==> src/rtl/fir_pkg.sv <==
// ---------------------------------------------------------------------------
// fir_pkg
// Shared definitions for the FIR filter core and its coefficient loader.
//   COEFF_W      : width of one filter coefficient
//   COEFF_PAD    : value shifted into the unused last stage of the chain
//   load_state_t : states of the coefficient loader sequencer
//   in_write_window() : true in the states where host table writes are safe
// ---------------------------------------------------------------------------
package fir_pkg;

   localparam int COEFF_W = 8;

   localparam logic [COEFF_W-1:0] COEFF_PAD = '0;

   typedef enum logic [1:0] {
      IDLE   = 2'd0,
      LOAD   = 2'd1,
      VERIFY = 2'd2,
      FINISH = 2'd3
   } load_state_t;

   // The table must not change while a sequence is being shifted out, so
   // host writes are only let through when no shift is in progress.
   function automatic logic in_write_window(input load_state_t s);
      return (s == IDLE) || (s == FINISH);
   endfunction

endpackage

==> src/rtl/fir_coeff_table.sv <==
// ---------------------------------------------------------------------------
// fir_coeff_table
// LENGTH x COEFF_W register file holding the host-written coefficients.
// One synchronous write port, one combinational read port, async clear.
//   clk      in  : clock, rising edge
//   nRst     in  : asynchronous active-low reset, clears every entry to 0
//   wr_en    in  : write strobe (already qualified by the caller)
//   wr_addr  in  : write index; indices >= LENGTH are ignored
//   wr_data  in  : value to store
//   rd_addr  in  : read index; indices >= LENGTH read as COEFF_PAD
//   rd_data  out : combinational read data
// ---------------------------------------------------------------------------
module fir_coeff_table
   import fir_pkg::*;
#(
   parameter int LENGTH = 20,
   parameter int ADDR_W = 5
) (
   input  logic               clk,
   input  logic               nRst,
   input  logic               wr_en,
   input  logic [ADDR_W-1:0]  wr_addr,
   input  logic [COEFF_W-1:0] wr_data,
   input  logic [ADDR_W-1:0]  rd_addr,
   output logic [COEFF_W-1:0] rd_data
);

   logic [COEFF_W-1:0] mem [LENGTH];

   // Write port. Each entry compares the address against its own index,
   // which both decodes the write and silently drops out-of-range indices
   // without ever indexing past the end of the array.
   always_ff @(posedge clk or negedge nRst) begin
      if (!nRst) begin
         for (int k = 0; k < LENGTH; k++) begin
            mem[k] <= '0;
         end
      end else if (wr_en) begin
         for (int k = 0; k < LENGTH; k++) begin
            if (wr_addr == ADDR_W'(k)) begin
               mem[k] <= wr_data;
            end
         end
      end
   end

   // Read port. A mux over the entries; addresses past the table return the
   // padding value so a stray index can never produce X.
   always_comb begin
      rd_data = COEFF_PAD;
      for (int k = 0; k < LENGTH; k++) begin
         if (rd_addr == ADDR_W'(k)) begin
            rd_data = mem[k];
         end
      end
   end

endmodule

==> src/rtl/fir_coeff_loader.sv <==
// ---------------------------------------------------------------------------
// fir_coeff_loader
// Shifts a host-written coefficient table into the FIR core's serial
// coefficient chain so that table entry k lands in core stage k, and can
// optionally shift the same sequence a second time while checking what
// comes out of the chain.
//   clk        in  : clock, rising edge
//   nRst       in  : asynchronous active-low reset
//   wr_en      in  : table write strobe (dropped while shifting)
//   wr_addr    in  : table index, >= LENGTH ignored
//   wr_data    in  : coefficient value
//   start      in  : load request, honoured only in IDLE
//   verify     in  : sampled with start, adds a read-back pass
//   chain_out  in  : core coeffs_out (last chain stage)
//   shift_en   out : core coeffs_shift
//   shift_data out : core coeffs_in
//   busy       out : high while shifting; core sample must be held low
//   done       out : one-cycle completion pulse
//   err        out : sticky verify mismatch, cleared by the next start
//   err_idx    out : shift index of the first verify mismatch
// ---------------------------------------------------------------------------
module fir_coeff_loader
   import fir_pkg::*;
#(
   parameter int LENGTH = 20,
   parameter int ADDR_W = 5
) (
   input  logic               clk,
   input  logic               nRst,
   input  logic               wr_en,
   input  logic [ADDR_W-1:0]  wr_addr,
   input  logic [COEFF_W-1:0] wr_data,
   input  logic               start,
   input  logic               verify,
   input  logic [COEFF_W-1:0] chain_out,
   output logic               shift_en,
   output logic [COEFF_W-1:0] shift_data,
   output logic               busy,
   output logic               done,
   output logic               err,
   output logic [ADDR_W:0]    err_idx
);

   localparam int IDX_W = ADDR_W + 1;

   localparam logic [IDX_W-1:0] LAST_IDX = IDX_W'(LENGTH);

   load_state_t        state;
   logic [IDX_W-1:0]   idx;
   logic               verify_q;
   logic               tbl_wr_en;
   logic [IDX_W-1:0]   next_idx;
   logic [IDX_W-1:0]   rd_idx;
   logic [ADDR_W-1:0]  rd_addr;
   logic [COEFF_W-1:0] rd_data;

   // Host writes are gated here rather than inside the table so the table
   // stays a plain register file and the sequencing rules live in one place.
   assign tbl_wr_en = wr_en && in_write_window(state);

   // shift_data is registered, so while seq[idx] is on the pins the table is
   // already being read for seq[idx+1]. seq[i] for i >= 1 is
   // table[LENGTH-i]: the first value shifted travels furthest down the
   // chain. When idx is LENGTH the read address wraps, but that read is
   // never used because the sequence restarts with the padding value.
   assign next_idx = idx + IDX_W'(1);
   assign rd_idx   = LAST_IDX - next_idx;
   assign rd_addr  = rd_idx[ADDR_W-1:0];

   fir_coeff_table #(
      .LENGTH (LENGTH),
      .ADDR_W (ADDR_W)
   ) u_table (
      .clk     (clk),
      .nRst    (nRst),
      .wr_en   (tbl_wr_en),
      .wr_addr (wr_addr),
      .wr_data (wr_data),
      .rd_addr (rd_addr),
      .rd_data (rd_data)
   );

   // Sequencer. All outputs are registered and are set one edge ahead, so
   // the first shift is already on the pins in the cycle right after start
   // is accepted and the core sees exactly one shift per cycle with no gaps.
   // The LOAD and VERIFY passes share the same walk through the sequence;
   // VERIFY additionally checks chain_out, which at each shift edge still
   // holds the value that was pushed in LENGTH+1 shifts earlier, i.e. the
   // same seq[idx] that is currently being driven on shift_data.
   always_ff @(posedge clk or negedge nRst) begin
      if (!nRst) begin
         state      <= IDLE;
         idx        <= '0;
         verify_q   <= 1'b0;
         shift_en   <= 1'b0;
         shift_data <= '0;
         busy       <= 1'b0;
         done       <= 1'b0;
         err        <= 1'b0;
         err_idx    <= '0;
      end else begin
         case (state)
            IDLE: begin
               done <= 1'b0;
               if (start) begin
                  state      <= LOAD;
                  idx        <= '0;
                  verify_q   <= verify;
                  err        <= 1'b0;
                  err_idx    <= '0;
                  shift_en   <= 1'b1;
                  busy       <= 1'b1;
                  shift_data <= COEFF_PAD;
               end
            end

            LOAD, VERIFY: begin
               if ((state == VERIFY) && !err && (chain_out != shift_data)) begin
                  err     <= 1'b1;
                  err_idx <= idx;
               end
               if (idx == LAST_IDX) begin
                  idx        <= '0;
                  shift_data <= COEFF_PAD;
                  if ((state == LOAD) && verify_q) begin
                     state <= VERIFY;
                  end else begin
                     state    <= FINISH;
                     shift_en <= 1'b0;
                     busy     <= 1'b0;
                     done     <= 1'b1;
                  end
               end else begin
                  idx        <= next_idx;
                  shift_data <= rd_data;
               end
            end

            FINISH: begin
               done  <= 1'b0;
               state <= IDLE;
            end

            default: begin
               state    <= IDLE;
               shift_en <= 1'b0;
               busy     <= 1'b0;
               done     <= 1'b0;
            end
         endcase
      end
   end

endmodule
==> config.mk <==
export PLATFORM = sky130hd
export DESIGN_NAME = fir_coeff_loader
export DESIGN_NICKNAME = d
export VERILOG_FILES = /design/src/rtl/fir_pkg.sv /design/src/rtl/fir_coeff_table.sv /design/src/rtl/fir_coeff_loader.sv
export SDC_FILE = /design/constraint.sdc
export NUM_CORES = 1
export LEC_CHECK = 0
export CORE_MARGIN = 1
export CORE_UTILIZATION = 34
export CTS_CLUSTER_DIAMETER = 60
export DETAILED_ROUTE_END_ITERATION = 12
export GPL_ROUTABILITY_DRIVEN = 0
export PLACE_DENSITY = 0.6
export SLEW_MARGIN = 20
export SYNTH_ARGS = -nofsm -noshare
export SYNTH_HDL_FRONTEND = slang
export SYNTH_HIERARCHICAL = 1
export SYNTH_SLANG_ARGS = --single-unit
==> constraint.sdc <==
create_clock -name clk -period 8.7 [get_ports clk]
set_input_delay 1.74 -clock clk [delete_from_list [all_inputs] [get_ports clk]]
set_output_delay 1.74 -clock clk [all_outputs]
set_load 0.05 [all_outputs]
# Word level (Yosys, flattened, before mapping)
# Cells that the tools add are included.
totals:
  register_bits: 186
  in_bits: 26
op_classes:
  n_reduce_logical: 38
  eq_ne: 47
  addsub: 2
  n_mux: 42
ops:
  columns: ["cell", "n"]
  rows:
  - ["8-bit two-way mux", 22]
  - ["5-bit by 4-bit == test with 1-bit output, second input constant", 16]
  - ["2-bit AND reduction", 24]
  - ["5-bit by 3-bit == test with 1-bit output, second input constant", 8]
  - ["5-bit == test, second input constant", 8]
  - ["6-bit one-hot mux with 2 select lines", 2]
  - ["5-bit by 2-bit == test with 1-bit output, second input constant", 4]
  - ["6-bit two-way mux", 3]
  - ["8-bit one-hot mux with 2 select lines", 1]
  - ["5-bit by 1-bit == test with 1-bit output, second input constant", 2]
  - ["5-bit logical NOT", 2]
  - ["1-bit two-way mux", 8]
  - ["2-bit inequality test, second input constant", 4]
  - ["8-bit inequality test", 1]
  - ["6-bit by 1-bit adder with 6-bit output, second input constant", 1]
  - ["6-bit by 5-bit == test with 1-bit output, second input constant", 1]
  - ["1-bit one-hot mux with 2 select lines", 3]
  - ["2-bit one-hot mux with 3 select lines", 1]
  - ["5-bit subtractor, first input constant", 1]
  - ["2-bit == test, second input constant", 2]
  - ["1-bit logical AND", 4]
  - ["2-bit two-way mux", 2]
  - ["4-bit AND reduction", 1]
  - ["2-bit OR reduction", 2]
  - ["other kinds (6)", 6]

# Logic depth before layout (Yosys ltp)
depth:
  depth_word: 25
  mapped_depth: 15
  mapped_depth_nobuf: 13

# Modules after synthesis
# The synthesis kept the hierarchy.
modules_own_cells:
  columns: ["module", "seq_area_each_um2", "n_inst", "cells_each", "area_per_inst_um2"]
  rows:
  - ["fir_coeff_table", 4003.8, 1, 673, 7963.9]
  - ["fir_coeff_loader", 650.6, 1, 150, 1502.7]

# Worst setup path after synthesis
# OpenSTA, ideal clock, no wires.
synth_timing:
  path_kind: "input-to-reg"
  from: "input port wr_en"
  to: "register u_table/mem[128] (netlist name)"
  n_path_buf: 1
  setup_slack_ns: 5.444
  required_ns: 8.575
  setup_time_ns: 0.125
  cell_stages: 6
  arrival_time_ns: 3.131
  cell_sequence: "nor2b_1 nor2b_1 nor3b_1 nor2b_1 buf_2 mux2_2"
synth_between:
  elab_chain_cells: 2
synth_lines:
  columns: ["element", "line", "source"]
  rows:
  - ["start, declared", "fir_coeff_loader.sv:30", "input logic wr_en,"]
  - ["1-bit logical AND", "fir_coeff_loader.sv:59", "assign tbl_wr_en = wr_en && in_write_window(state);"]
  - ["2-bit AND reduction (no line)", null, null]
  - ["end signal, assigned by index", "fir_coeff_table.sv:41", "mem[k] <= wr_data;"]
  - ["end, declared", "fir_coeff_table.sv:28", "logic [COEFF_W-1:0] mem [LENGTH];"]
# No other way between the ends.
# A chain may end at the register's enable or synchronous reset.

# Worst setup path in the final report
layout_timing:
  from: "input port wr_en"
  to: "register u_table/mem[135] (netlist name)"
layout_between:
  elab_chain_cells: 2
layout_lines:
  columns: ["element", "line", "source"]
  rows:
  - ["1-bit logical AND", "fir_coeff_loader.sv:59", null]
  - ["net tbl_wr_en", "fir_coeff_loader.sv:51", "logic tbl_wr_en;"]
  - ["2-bit AND reduction (no line)", null, null]
# The timed path passes the listed nets, and every way through them passes these cells.

==> flow_results.org <==
** Power
- Net switching is 41.4% of the power.
- Relative contribution of sequential cells to total power :: a little over a third
- Internal power comes to around 2.4 mW.
- Ratio of total power to cell area :: between 300 and 400 mW/mm²
- The analysis attributes to cell leakage a power of 4.74 nW.
- For this design the total switching power over the nets is 1.67 mW.
- In this run, the combinational gates consume ~46% of the power.
- Worst ir drop on vdd :: between 0.3 and 0.4 mV
- The share of total power dissipated in the clock network is 19.5%.

** Clocking
- Latest clock arrival within the worst-skew pair :: around 450 ps
- The clock passes through at most 2 buffers.
- TritonCTS Sinks :: 186
- Post-cts sizing count :: 0
- After clock tree synthesis, the clock-pin slew on the worst setup and hold paths is about 70 ps.
- Buffers inserted to repair hold after CTS numbered 0.
- TritonCTS built the clock tree.
- Maximum level of the CTS H-tree :: 4
- Number of clock buffers inserted by TritonCTS :: 17
- Post-CTS Setup Repair Bufs :: 0
- Clock Root Buffer :: clkbuf_16

** Final layout
- The number of antenna diodes in the final layout is 0.
- For this run, the share of the core covered by cells in the final layout is 39.6%.
- Fillers :: 2,635
- Final nets :: about 870
- The area growth from synthesis to layout is 13.3%.
- The post-route netlist has 27.1% of its cells at a drive strength greater than 1.

** Setup path
- The cell family contributing the most delay on the critical path is simple AND/OR/NAND/NOR gates.
- The critical path in this run is classified as input pin to flip-flop.
- Number of buffers and inverters on the critical path :: 1
- The worst setup path is captured at a flip-flop.
- In this design, the critical path's most frequently occurring cell is nor2b_1.
- At the worst endpoint, the required time is 9030 ps.
- Type of element launching the critical path :: input pin
- Highest cell delay on the worst timing path :: approximately 610 ps
- For this design, the slowest cell found on the critical path is nor2b_1.
- Worst Path Arrival :: roughly 4400 ps
- Largest fanout of any net on the critical path :: 8
- Critical-path cell list :: clkdlybuf4s50_1, nor2b_1, nor2b_1, nor3b_1, nor2b_1, mux2_2

** Detailed routing
- Initial detailed-routing violation count :: ~620
- For this run, the detailed router's first-pass iteration total came to 5.
- In this run the remaining antenna-violating nets after routing total 0.
- # DRC :: 0
- Across all layers, the routed design uses around 6,700 vias.
- Total wire length after detailed routing :: 25,100 µm
- Routed len/inst :: approximately 20 µm
- Using the TritonRoute via totals, the vias-per-cell ratio works out to 5.49.

** Outcome
- The flow ran to the end, and the final reports show no timing, DRC or antenna violations.

** Synth
- Syn_nets :: approximately 860
- dfrtp_1 takes more of the synthesized area than any other cell.
- Synth warn :: 6
- The synthesized design contains 0 enable-type register cells.
- The share of synthesized area in the top cell type comes to between 40% and 50%.
- After synthesis, the mean cell area works out to between 10 and 15 µm².
- Share of the yosys chip area belonging to registers :: between 40% and 50%
- Summing every instance area after synthesis gives 0.00947 mm².
- Yosys attributes the largest share of cell area to dfrtp_1, mux2_2, nand2_1.
- The netlist uses between 70 and 80 different library cells.
- Seq cells post-synth :: between 150 and 200
- In the synthesized netlist the dominant register cell turns out to be dfrtp_1.
- Post-Synthesis Cells :: 823
- In the synthesized netlist the async set-or-reset flop fraction comes to 100%.

** Timing
- For the pin with the worst max-slew slack, the measured transition is approximately 1100 ps.
- Max-slew violation count :: 0
- The number of hold violations in the final report came to 0.
- Dividing the final minimum period by the clock period gives a little under half.
- Worst clock skew on the final layout :: between 7 and 8 ps
- Relative slew margins :: between 20% and 30%
- Based on the critical path, the design can be clocked at up to around 240 MHz.
- Summed negative setup slack over all endpoints :: 0 ps
- Time the final worst path needs with I/O delays and setup :: approximately 4100 ps
- Setup repair after global routing left no endpoint under its margin.
- Setup violations remaining at the end of the flow were counted as 0.

** Floorplanning
- Number of cell rows :: 60
- In this run the count of I/O pins placed on the die edge is 44.
- The core region is 0.0271 mm².
- From left edge to right edge, the die measures approximately 170 µm.
- Die Height :: around 170 µm
- Initial core utilization :: roughly a third
- The floorplan step defined a die boundary enclosing 0.0285 mm².

** Global routing
- Across every metal layer, demand over resource in global routing totals ~18%.
- Entering global routing, the biggest net connects approximately 110 pins.
- The initial antenna violation count was 0.
- The total overflow left after global routing is 0.
- Wire length of the first global-routing pass :: 39,400 µm
- Vias in the first global route :: around 6,600

** Flow run
- Max_cap viols :: 0

** Min path
- The worst hold path belongs to the class flip-flop to flip-flop.

** Placement
- The count of buffers added on input and output ports is 43.
- Detailed-placement wirelength estimate :: between 15,000 and 20,000 µm
==> kinds of logic (layout without fill, tap and decap cells) <==
group | after synthesis | count (layout) | share of synthesized area [%]
simple gates | 196 | 196 | 10.8
compound gates | 160 | 160 | 11.3
mux | 192 | 192 | 22.9
buf+inv | 70 | 95 | 3.71
xor+xnor | 11 | 11 | 1.02
fa+ha+maj | 8 | 8 | 1.06
flops | 186 | 186 | 49.2
==> layout by cell type (no fill, tap or decap), types with 9 or more instances in the layout <==
cell,count
nor2_1,30
mux2_2,165
clkbuf_16,17
mux2i_1,22
nand2_1,68
a21oi_1,37
inv_1,9
o21ai_0,33
a22o_1,9
nand4_1,12
nor2b_1,15
dfrtp_1,186
clkdlybuf4s50_1,42
nor3_1,11
==> sequential cells by signal, indices dropped and copies added (netlist names) <==
register     count
u_table/mem    160
shift_data       8
err_idx          6
idx              6
state            2
busy             1
done             1
err              1
verify_q         1
==> power by group through the flow <==
stage / Clock (mW) / Sequential, mW / Combinational, mW
final: 0.788 / 1.41 / 1.84
after global routing: 0.834 / 1.45 / 1.99
after CTS: 0.805 / 1.41 / 1.83
after detailed placement: 0 / 1.42 / 1.83
after global placement: 0 / 1.41 / 1.81
after floorplan: 0 / 1.41 / 1.36
==> synth_stat cells (8+ instances only) <==
| cell type | instances |
|---|---|
| a21oi_1 | 38 |
| a22o_1 | 9 |
| nor3_1 | 11 |
| o22ai_1 | 8 |
| nand4_1 | 12 |
| nor2_1 | 30 |
| mux2_2 | 165 |
| dfrtp_1 | 186 |
| o21ai_0 | 33 |
| inv_1 | 10 |
| nor2b_1 | 15 |
| mux2i_1 | 22 |
| buf_2 | 20 |
| o31ai_1 | 8 |
| nand2_1 | 68 |
| xor2_1 | 8 |
| ha_1 | 8 |
| clkbuf_1 | 27 |
| o21ai_1 | 8 |
| nand3_1 | 8 |
| nand2b_1 | 8 |
==> area by class of cell <==
cell class | count | area (µm²) | share of cell area [%]
clock buffer | 20 | 447 | 4.17
timing repair buffer | 51 | 494 | 4.61
clock inverter | 12 | 138 | 1.28
inverter | 12 | 45.0 | 0.420
tap | 372 | 465 | 4.34
multi-input combinational | 567 | 4480 | 41.8
sequential | 186 | 4650 | 43.4
==> worst register-to-register path, cell delays in order (launching register included) <==
cell,delay [ps]
dfrtp_1,520
inv_2,70
ha_1,340
xnor2_2,220
buf_4,750
nand3b_1,410
or3_1,450
a31oi_1,290
o221ai_1,270
a41oi_1,260
a21oi_1,90
a22o_1,210
==> per-stage QoR <==
| step | hold WS [ps] | total power [mW] | setup WS, ps | area, µm² | instances |
|---|---|---|---|---|---|
| finish | 496 | 4.04 | 4600 | 10700 | 1220 |
| global route | 510 | 4.28 | 4450 | 10700 | 1220 |
| CTS | 500 | 4.05 | 4690 | 10700 | 1220 |
| detailed placement | 485 | 3.25 | 4260 | 10100 | 1188 |
| global placement | 479 | 3.22 | 4280 | 10100 | 1188 |
| floorplan | 466 | 2.77 | 5440 | 9470 | 823 |
==> final timing paths <==
path	cells after the start	slack, ps	to	from
max	6	4600	u_table/mem[135]	wr_en
min	2	500	done	done
max reg2reg	11	4720	shift_data[7]	idx[0]
min reg2reg	2	500	done	done
max in group asynchronous	2	5720	u_table/mem[68]	nRst
min in group asynchronous	1	1420	verify_q	nRst
==> per-layer routing <==
metal | GRT usage, % | part of all wire (%) | wire length, µm
met1 | 25.9 | 47 | 11800
met2 | 27.5 | 45 | 11200
met3 | 4.14 | 6.1 | 1540
met4 | 6.44 | 2.1 | 524
met5 | 0 | 0 | 0
No activity file was read; power rests on OpenSTA's default activity.
